===== src/rtl/uart_pkg.sv =====
// uart_pkg: FSM encoding, default baud divisor and ASCII constants shared by the UART calculator blocks
package uart_pkg;
   localparam logic [1:0] IDLE  = 2'd0;
   localparam logic [1:0] START = 2'd1;
   localparam logic [1:0] DATA  = 2'd2;
   localparam logic [1:0] STOP  = 2'd3;
   localparam int DEF_CLKS_PER_BIT = 868;
   localparam logic [7:0] SPACE = 8'h20;
   localparam logic [7:0] EQUAL = 8'h3D;
endpackage


===== src/rtl/uart_tx_if.sv =====
// uart_tx_if: byte strobe from the result encoder plus serial line and status back from the transmitter
interface uart_tx_if;
   logic       uout_valid;
   logic [7:0] tx_data;
   logic       tx_out;
   logic       tx_busy;
   logic       fifo_full;
   logic       overflow;
   modport master (output uout_valid, tx_data, input tx_out, tx_busy, fifo_full, overflow);
   modport slave (input uout_valid, tx_data, output tx_out, tx_busy, fifo_full, overflow);
endinterface


===== src/rtl/uart_tx_fifo.sv =====
// uart_tx_fifo: synchronous FIFO with an extra pointer bit to tell full from empty
module uart_tx_fifo #(
   parameter int WIDTH = 8,
   parameter int DEPTH = 8
) (
   input  logic             clk,
   input  logic             n_rst,
   input  logic             push,
   input  logic [WIDTH-1:0] din,
   input  logic             pop,
   output logic [WIDTH-1:0] dout,
   output logic             full,
   output logic             empty
);
   localparam int AW = $clog2(DEPTH);
   logic [AW:0] wr_ptr, rd_ptr;
   logic [WIDTH-1:0] mem [DEPTH];
   // pointers wrap naturally; the caller only pushes/pops when legal
   always_ff @(posedge clk or negedge n_rst)
      if (!n_rst) begin
         wr_ptr <= '0;
         rd_ptr <= '0;
      end else begin
         wr_ptr <= push ? wr_ptr + 1'b1 : wr_ptr;
         rd_ptr <= pop ? rd_ptr + 1'b1 : rd_ptr;
      end
   // storage needs no reset; contents are unreachable until written
   always_ff @(posedge clk)
      if (push) mem[wr_ptr[AW-1:0]] <= din;
   assign dout  = mem[rd_ptr[AW-1:0]];
   assign empty = wr_ptr == rd_ptr;
   assign full  = (wr_ptr[AW] != rd_ptr[AW]) && (wr_ptr[AW-1:0] == rd_ptr[AW-1:0]);
endmodule


===== src/rtl/uart_tx.sv =====
// uart_tx: buffered 8N1 serial transmitter for the calculator result stream
module uart_tx
   import uart_pkg::*;
#(
   parameter int CLKS_PER_BIT = DEF_CLKS_PER_BIT,
   parameter int FIFO_DEPTH   = 8
) (
   input  logic     clk,
   input  logic     n_rst,
   uart_tx_if.slave bus
);
   localparam int CW = $clog2(CLKS_PER_BIT);
   logic [1:0]    state, state_nxt;
   logic [CW-1:0] cnt;
   logic [2:0]    idx;
   logic [7:0]    shreg, shreg_nxt, dout;
   logic          tx_d, pop, push_ok, bit_end, empty, full;

   assign bit_end = cnt == CW'(CLKS_PER_BIT - 1);
   assign push_ok = bus.uout_valid && (!full || pop);

   uart_tx_fifo #(.WIDTH(8), .DEPTH(FIFO_DEPTH)) u_fifo (
      .clk(clk), .n_rst(n_rst), .push(push_ok), .din(bus.tx_data),
      .pop(pop), .dout(dout), .full(full), .empty(empty)
   );

   // FSM state register
   always_ff @(posedge clk or negedge n_rst)
      if (!n_rst) state <= IDLE;
      else state <= state_nxt;

   // next state: each non-idle state lasts one bit period, DATA lasts eight
   always_comb begin
      state_nxt = state;
      case (state)
         IDLE:    if (!empty) state_nxt = START;
         START:   if (bit_end) state_nxt = DATA;
         DATA:    if (bit_end && idx == 3'd7) state_nxt = STOP;
         default: if (bit_end) state_nxt = empty ? IDLE : START;
      endcase
   end

   // outputs: pop on frame start, shift on data bit end, line level for the coming cycle
   always_comb begin
      pop       = !empty && (state == IDLE || (state == STOP && bit_end));
      shreg_nxt = pop ? dout : (state == DATA && bit_end) ? {1'b0, shreg[7:1]} : shreg;
      tx_d      = (state_nxt == START) ? 1'b0 : (state_nxt == DATA) ? shreg_nxt[0] : 1'b1;
   end

   // datapath: baud counter restarts on every bit, line level is registered, overflow is sticky
   always_ff @(posedge clk or negedge n_rst)
      if (!n_rst) begin
         cnt          <= '0;
         idx          <= '0;
         shreg        <= '0;
         bus.tx_out   <= 1'b1;
         bus.overflow <= 1'b0;
      end else begin
         cnt          <= (state == IDLE || bit_end) ? '0 : cnt + 1'b1;
         idx          <= pop ? 3'd0 : (state == DATA && bit_end) ? idx + 3'd1 : idx;
         shreg        <= shreg_nxt;
         bus.tx_out   <= tx_d;
         bus.overflow <= bus.overflow || (bus.uout_valid && !push_ok);
      end

   assign bus.tx_busy   = (state != IDLE) || !empty;
   assign bus.fifo_full = full;
endmodule

===== src/flat_wrapper.sv =====
// flat-port wrapper written by rule: the top's interface ports become plain ports
module uart_tx_flat import uart_pkg::*;
#(
   parameter int CLKS_PER_BIT = DEF_CLKS_PER_BIT,
   parameter int FIFO_DEPTH   = 8
)
  (clk, n_rst, bus_uout_valid, bus_tx_data, bus_tx_out, bus_tx_busy, bus_fifo_full, bus_overflow);
  uart_tx_if bus_i ();
  input  logic clk;
  input  logic n_rst;
  input wire logic [$bits(bus_i.uout_valid)-1:0] bus_uout_valid;
  input wire logic [$bits(bus_i.tx_data)-1:0] bus_tx_data;
  output wire logic [$bits(bus_i.tx_out)-1:0] bus_tx_out;
  output wire logic [$bits(bus_i.tx_busy)-1:0] bus_tx_busy;
  output wire logic [$bits(bus_i.fifo_full)-1:0] bus_fifo_full;
  output wire logic [$bits(bus_i.overflow)-1:0] bus_overflow;
  assign bus_i.uout_valid = bus_uout_valid;
  assign bus_i.tx_data = bus_tx_data;
  assign bus_tx_out = bus_i.tx_out;
  assign bus_tx_busy = bus_i.tx_busy;
  assign bus_fifo_full = bus_i.fifo_full;
  assign bus_overflow = bus_i.overflow;
  uart_tx #(.CLKS_PER_BIT(CLKS_PER_BIT), .FIFO_DEPTH(FIFO_DEPTH)) u_core (.clk(clk), .n_rst(n_rst), .bus(bus_i));
endmodule

===== config.mk =====
export PLATFORM = sky130hd
export DESIGN_NAME = uart_tx_flat
export DESIGN_NICKNAME = d
export VERILOG_FILES = /design/src/rtl/uart_pkg.sv /design/src/rtl/uart_tx_if.sv /design/src/rtl/uart_tx_fifo.sv /design/src/rtl/uart_tx.sv /design/src/flat_wrapper.sv
export SDC_FILE = /design/constraint.sdc
export NUM_CORES = 1
export LEC_CHECK = 0
export CAP_MARGIN = 25
export CORE_ASPECT_RATIO = 0.8
export CORE_UTILIZATION = 30
export CTS_CLUSTER_SIZE = 10
export DETAILED_ROUTE_END_ITERATION = 12
export PLACE_DENSITY_LB_ADDON = 0.25
export SLEW_MARGIN = 40
export SYNTH_ARGS = -nofsm -noshare
export SYNTH_HDL_FRONTEND = slang
export SYNTH_SLANG_ARGS = --single-unit
export TNS_END_PERCENT = 50

===== constraint.sdc =====
create_clock -name clk -period 2.9 [get_ports clk]
set_clock_uncertainty 0.05 [all_clocks]
set_input_delay 0.725 -clock clk [delete_from_list [all_inputs] [get_ports clk]]
set_output_delay 0.725 -clock clk [all_outputs]
set_load 0.1 [all_outputs]

Word level (Yosys, flattened, before mapping) --
Memory sizes are Yosys's and may differ from the RTL's. Index checks and enable logic that the tools add are counted.
Cells by class: muxes and demuxes 15, eq/ne operators 10, reduce and logical (&&, ||, !) cells 18, add/subtract/negate cells 4
Operator list (number):
- two-way mux 8 bit | 2
- adder 10 x 1 -> 10 bit, second input constant | 1
- equality test 10 bit, second input constant | 1
- two-way mux 10 bit | 1
- adder 4 x 1 -> 4 bit, second input constant | 2
- two-way mux 2 bit | 4
- logical AND 1 bit | 7
- equality test 2 bit, second input constant | 3
- two-way mux 3 bit | 2
- one-hot mux 2 bit (3 select lines) | 1
- logical OR 1 bit | 5
- two-way mux 1 bit | 5
- equality test 2 x 1 -> 1 bit, second input constant | 2
- equality test 4 bit | 1
- nonzero test 2 bit | 2
- adder 3 x 1 -> 3 bit, second input constant | 1
- equality test 3 bit | 1
- equality test 3 bit, second input constant | 1
- logical NOT 1 bit | 3
- logical NOT 2 bit | 1
- != test 1 bit | 1
Word-level totals: logic and storage cells 57, register bits 33, output and inout bits 4, memory bits (writable) 64, memories kept 1, input port bits 11
Memories:
- u_core.u_fifo.mem | depth 8, width 8, rd ports 1, clocked after Yosys merged registers in 0, write ports 1, RTL line uart_tx_fifo.sv:17 | logic [WIDTH-1:0] mem [DEPTH];

Logic depth before layout (Yosys ltp) --
Gate-level depths: netlist (run 1).
word-level depth 9, mapped depth 7, gate-level depth less buffers 6

By module --
From an unflattened synthesis (run 1), not the netlist that was laid out.
Unflattened totals: cell total of the unflattened synthesis 248, area total of the unflattened synthesis 4159.0 um^2
Modules (own cells, without submodules):
- uart_tx_fifo | area each 2915.3 um^2, sequential area each 2122.0 um^2, cells each 136, times used 1
- uart_tx | area each 1243.7 um^2, sequential area each 626.9 um^2, cells each 112, times used 1

Least setup slack after synthesis (run 1) --
OpenSTA, ideal clock, no wires.
path type register to register, start point register u_core.u_fifo.rd_ptr[1], end point memory u_core.u_fifo.mem[7][0], enable pin, data arrival time 3.303 ns, slack -0.727 ns, stages on the path, launching flop included 7, data required time 2.575 ns, library setup time 0.275 ns, buffers on the path 1, period minus slack after synthesis 3.627 ns, cells stage by stage dfrtp_1 -> buf_6 -> xor2_4 -> nor4_2 -> a31oi_2 -> nand4_1 -> inv_1
On the way: longest elaborated chain between the ends 7, elaborated cells on any way between the ends 10, those cells by class eq/ne: 2; mux: 2; reduce/logical: 6
Ends and longest elaborated chain:
- from (decl) | RTL line uart_tx_fifo.sv:16 | logic [AW:0] wr_ptr, rd_ptr;
- from (signal assigned) | RTL line uart_tx_fifo.sv:25 | rd_ptr <= pop ? rd_ptr + 1'b1 : rd_ptr;
- equality test 3 bit | RTL line uart_tx_fifo.sv:32 | assign full = (wr_ptr[AW] != rd_ptr[AW]) && (wr_ptr[AW-1:0] == rd_ptr[AW-1:0]);
- logical AND 1 bit | RTL line uart_tx_fifo.sv:32
- named net bus_fifo_full | RTL line flat_wrapper.sv:15 | output wire logic [$bits(bus_i.fifo_full)-1:0] bus_fifo_full;
- logical NOT 1 bit | RTL line uart_tx.sv:20 | assign push_ok = bus.uout_valid && (!full || pop);
- logical OR 1 bit | RTL line uart_tx.sv:20
- logical AND 1 bit | RTL line uart_tx.sv:20
- two-way mux 1 bit | RTL line uart_tx_fifo.sv:29 | if (push) mem[wr_ptr[AW-1:0]] <= din;
- two-way mux 1 bit (implied by the code) | RTL line uart_tx_fifo.sv:29
- to (decl) | RTL line uart_tx_fifo.sv:17
The timed path passes the listed nets, and every way through them passes these cells.

Worst setup path in the final report (run 1) --
start point register u_core.u_fifo.wr_ptr[1], end point output bus_tx_busy
On the way: longest elaborated chain between the ends 3
Ends and longest elaborated chain:
- from (decl) | RTL line uart_tx_fifo.sv:16
- from (signal assigned) | RTL line uart_tx_fifo.sv:24 | wr_ptr <= push ? wr_ptr + 1'b1 : wr_ptr;
- equality test 4 bit | RTL line uart_tx_fifo.sv:31 | assign empty = wr_ptr == rd_ptr;
- logical NOT 1 bit
- logical OR 1 bit | RTL line uart_tx.sv:66 | assign bus.tx_busy = (state != IDLE) || !empty;
- to (decl) | RTL line flat_wrapper.sv:14 | output wire logic [$bits(bus_i.tx_busy)-1:0] bus_tx_busy;
No other way between the ends.

==> qor.csv, run 1 <==
metric,value,unit
nets,302,
cts.sinks,97,
synth_edf_count,64,
fmax,366,MHz
postCtsSetupRepairBufs,0,
synth_flop_cell,edfxtp_1,
postPlaceCellArea,0.00455,mm^2
crit_fanout,9,
status,"complete, no violations",
p_clk_frac,0.267,
via_count,2123,
nFillCells,1302,
p_seq_frac,0.427,
period_minus_slack,2730,ps
drt_wl_total,7320,um
die_y,107,um
dieArea,0.0143,mm^2
syn_inst,261,
drc_errors,0,
std_cell_rows,38,
dr.pass1.iters,4,
internal_power,0.00313,W
ctsHoldBuffers,0,
place.gp.congestion,0.738,
start_util,0.307,
finalCritPeriodShare,0.941,
synth_fp_nets,277,
globalRoute.totalOverflow,0,
cp.required,2120,ps
tns,0,ps
die_x,133,um
pwr-share-comb,0.307,
fin_area,0.00487,mm^2
p_leak,1.79,nW
area_growth_syn_to_layout,17.6,%
final_common_cell,edfxtp_1,
yosysWarnings,0,
cts_tree,built,
hold_violations,0,
swShare,0.331,
grt_pass1_wl,12000,um
wire_per_inst,15.5,um
endpoint_kind,output port,
htreeDepth,3,
numCtsBuffers,9,
cts-root-buf,clkbuf_16,
num_io_pins,15,
slew_violations,0,
cp.arrival,1950,ps
antenna_found_initial,0,
syn_area,0.00414,mm^2
finalSetupViolations,0,
rsz0062_at_grt,no,
viasPerCell,4.51,
switchingPower,0.00155,W
core_area,0.0135,mm^2
ys_types,46,
n_antenna_cell,0,
cts_buffer_depth,2,
first_iter_violations,63,
clk_pin_slew_worst_paths,70,ps
grt_pass1_vias,2164,
grt_max_degree,34,
synth-seq-cells,97,
p_per_area,960,mW/mm^2
hpwl,4940,um
max-cap-violations,0,
async_flop_share,0.340,
cts-resized-gates,0,
hp-class,register to register,
clock_latency,350,ps
slew_headroom,0.715,
syn_avg_cell_area,15.9,um^2
path_class,register to output port,
ir_drop,319,uV
critPathLaunchType,register,
io_buffers,14,
drive_gt1_frac,0.186,
final_cell_mix,"edfxtp_1 (64), dfrtp_1 (32), nand2_1 (24), nor2_1 (19), buf_4 (14)",
synth_seq_area_share,0.663,
worst-slew-pin-transition,426,ps
gr-usage-all-layers,0.116,
postRouteAntennaNets,0,
sequential cells by signal (all words and copies together), names as in the netlist:
signal	flops
u_core.state	2
u_core.bus.tx_out	1
u_core.u_fifo.wr_ptr	4
u_core.idx	3
u_core.u_fifo.rd_ptr	4
u_core.bus.overflow	1
u_core.u_fifo.mem	64
u_core.cnt	10
u_core.shreg	8
Yosys cell counts, types with 3 or more instances:
| cell | n | area, um^2 |
|---|---|---|
| xor2_1 | 9 | 78.8 |
| nand2_1 | 24 | 90.1 |
| mux2i_1 | 6 | 60.1 |
| buf_2 | 6 | 30.0 |
| dfrtp_1 | 32 | 801 |
| edfxtp_1 | 64 | 1920 |
| nand3_1 | 6 | 30.0 |
| a211oi_1 | 3 | 22.5 |
| nor3_1 | 4 | 20.0 |
| xnor2_1 | 10 | 87.6 |
| inv_1 | 4 | 15.0 |
| nor2_1 | 19 | 71.3 |
| ha_1 | 5 | 62.6 |
| nand4_1 | 5 | 31.3 |
| a21oi_1 | 4 | 20.0 |
| a31oi_1 | 3 | 18.8 |
| nor2b_1 | 5 | 31.3 |
| mux4_1 | 7 | 184 |
| a221o_1 | 3 | 30.0 |
| mux4_2 | 9 | 203 |
routing by layer:
| layer | vias to the layer above | global-route usage | share of wire |
|---|---|---|---|
| met5 | - | 0 | 0 |
| met4 | 0 | 0.0414 | 0.012 |
| met3 | 7 | 0.0359 | 0.026 |
| met2 | 21 | 0.179 | 0.46 |
| met1 | 1067 | 0.155 | 0.50 |
| li1 | 1028 | - | - |
logic make-up (layout without fill, tap and decap cells):
logic type                 after synthesis  count (layout)  share of synthesized area
adders and majority gates                5               5                     0.0151
and+or+nand+nor                         80              80                      0.103
xor gates and xnor gates                20              20                     0.0468
AOI/OAI and AO/OA                       19              19                     0.0359
buffers and inverters                   16              46                     0.0217
DFF                                     97              97                      0.663
muxes                                   24              24                      0.114
worst paths after layout:
kind | from | endpoint | slack (ps) | cells past startpoint
max | u_core.u_fifo.wr_ptr[1] | bus_tx_busy | 170 | 4
min reg2reg | u_core.bus.overflow | u_core.bus.overflow | 430 | 1
max in group asynchronous | n_rst | u_core.bus.tx_out | 1730 | 2
min | u_core.bus.overflow | u_core.bus.overflow | 430 | 1
min in group asynchronous | n_rst | u_core.cnt[3] | 740 | 2
max reg2reg | u_core.cnt[0] | u_core.u_fifo.mem[7][4] | 540 | 6
power by group through the flow:
stage | logic, W | clock network (W) | registers [W]
finish | 0.00143 | 0.00125 | 0.00200
global route | 0.00157 | 0.00134 | 0.00204
CTS | 0.00147 | 0.00128 | 0.00200
detailed placement | 0.00146 | 0 | 0.00203
global placement | 0.00144 | 0 | 0.00203
floorplan | 0.00112 | 0 | 0.00200
area by class of cell:
class | count | area, um^2 | share of cell area
clock buffers | 9 | 225 | 0.0462
clock inverters | 7 | 93.8 | 0.0193
inverters | 4 | 15.0 | 0.00308
multi-input cells | 148 | 1320 | 0.271
flip-flops and latches | 97 | 2750 | 0.564
well taps | 180 | 225 | 0.0462
repair buffers | 26 | 245 | 0.0503
worst max-delay path, stage by stage, from the launching register on:
cell and delay [ps]:
dfrtp_1 520, xor2_4 230, nor4b_4 480, nand2_1 170, buf_12 210
per-stage QoR:
| stage | hold WS, ps | setup WS (ps) | power (W) | instances | utilization |
|---|---|---|---|---|---|
| after floorplan | 379 | 62.4 | 0.00313 | 261 | - |
| after detailed placement | 421 | 412 | 0.00349 | 455 | 0.337 |
| after global placement | 419 | 430 | 0.00347 | 455 | 0.337 |
| final | 432 | 171 | 0.00468 | 471 | 0.361 |
| after global routing | 460 | 89.2 | 0.00495 | 471 | 0.361 |
| after CTS | 438 | 161 | 0.00475 | 471 | 0.361 |
Power figures use the tool's default switching activity.
==> inputs of run 2 (changes only) <==
--- a/config.mk
+++ b/config.mk
@@ -7,7 +7,7 @@
 export LEC_CHECK = 0
 export CAP_MARGIN = 25
 export CORE_ASPECT_RATIO = 0.8
-export CORE_UTILIZATION = 30
+export CORE_UTILIZATION = 45
 export CTS_CLUSTER_SIZE = 10
 export DETAILED_ROUTE_END_ITERATION = 12
 export PLACE_DENSITY_LB_ADDON = 0.25
==> qor.csv, run 2 (synthesized netlist as in run 1, its figures left out) <==
metric,value,unit
status,"complete, no violations",
n_antenna_cell,0,
p_per_area,967,mW/mm^2
clk_pin_slew_worst_paths,70,ps
critPathLaunchType,register,
grt_pass1_vias,2155,
grt_pass1_wl,11700,um
fmax,367,MHz
pwr-share-comb,0.309,
swShare,0.324,
die_x,109,um
slew_headroom,0.713,
endpoint_kind,output port,
whs,434,ps
hold_violations,0,
cp.arrival,1950,ps
dieArea,0.00960,mm^2
dr.pass1.iters,5,
drive_gt1_frac,0.179,
postRouteAntennaNets,0,
htreeDepth,3,
ir_drop,491,uV
antenna_found_initial,0,
cts-root-buf,clkbuf_16,
globalRoute.totalOverflow,0,
p_total,0.00461,W
start_util,0.476,
final_common_cell,edfxtp_1,
place.gp.congestion,0.729,
cts_tree,built,
rsz0062_at_grt,no,
path_class,register to output port,
grt_max_degree,34,
area_growth_syn_to_layout,15.0,%
worst-slew-pin-transition,429,ps
p_seq_frac,0.435,
core_area,0.00871,mm^2
tns,0,ps
seq_area,0.00275,mm^2
cts.sinks,97,
gr-usage-all-layers,0.171,
max-cap-violations,0,
cts_buffer_depth,2,
largest_reg_flops,64,
cts-resized-gates,0,
via_count,2196,
period_minus_slack,2720,ps
first_iter_violations,143,
num_io_pins,15,
r2r-start,u_core.cnt[0],
p_leak,1.78,nW
finalCritPeriodShare,0.940,
wire_per_inst,17.4,um
multiInputGateArea,0.00132,mm^2
fin_area,0.00477,mm^2
ctsHoldBuffers,0,
die_y,87.8,um
postCtsSetupRepairBufs,0,
postPlaceCellArea,0.00447,mm^2
drc_errors,0,
final_cell_mix,"edfxtp_1 (64), dfrtp_1 (32), nand2_1 (24), nor2_1 (19), buf_4 (14)",
min_from,u_core.bus.overflow,
slew_violations,0,
hp-class,register to register,
hpwl,4760,um
internal_power,0.00311,W
p_clk_frac,0.256,
nets,302,
clock_latency,340,ps
finalSetupViolations,0,
startpoint,u_core.u_fifo.wr_ptr[1],
drt_wl_total,7010,um
nFillCells,679,
io_buffers,14,
numCtsBuffers,9,
std_cell_rows,30,
post-route-util,0.547,
crit_fanout,9,
switchingPower,0.00149,W
viasPerCell,5.45,
cp.required,2120,ps
-- run 2: critical path, cell delays in order, from the launching register on --
cell	delay [ps]
dfrtp_1	520
xor2_4	230
nor4b_4	470
nand2_1	170
buf_12	200
-- run 2: metal layers --
| layer | global-route usage | vias to the layer above | share of wire |
|---|---|---|---|
| met5 | 0 | - | 0 |
| met4 | 0.0727 | 0 | 0.019 |
| met3 | 0.0506 | 11 | 0.043 |
| met2 | 0.246 | 46 | 0.44 |
| met1 | 0.243 | 1103 | 0.49 |
| li1 | - | 1036 | - |
-- run 2: stage by stage --
stage	setup WS [ps]	instances
5_1_grt	35.2	403
2_1_floorplan	62.4	261
3_5_place_dp	435	387
4_1_cts	147	403
6_report	175	403
3_3_place_gp	448	387
-- run 2: layout make-up --
| cell class | instances | area share |
|---|---|---|
| Sequential cell | 97 | 0.577 |
| Multi-Input combinational cell | 148 | 0.277 |
| Timing Repair Buffer | 26 | 0.0515 |
| Clock buffer | 11 | 0.0488 |
| Tap cell | 112 | 0.0294 |
| Clock inverter | 5 | 0.0134 |
| Inverter | 4 | 0.00315 |
-- run 2: final timing paths --
| kind | to | slack (ps) | cells after the start |
|---|---|---|---|
| worst max register to register | u_core.u_fifo.mem[7][4] | 570 | 6 |
| worst min register to register | u_core.bus.overflow | 430 | 1 |
| worst min-delay path | u_core.bus.overflow | 430 | 1 |
| min in group asynchronous | u_core.cnt[2] | 740 | 2 |
| worst max-delay path | bus_tx_busy | 180 | 4 |
| max in group asynchronous | u_core.bus.tx_out | 1730 | 2 |
-- run 2: power by group through the flow --
stage	sequential (W)	combinational [W]	clock, W
after floorplan	0.00200	0.00112	0
after global placement	0.00202	0.00142	0
after detailed placement	0.00203	0.00145	0
after CTS	0.00201	0.00145	0.00120
after global routing	0.00205	0.00155	0.00126
final	0.00200	0.00142	0.00118
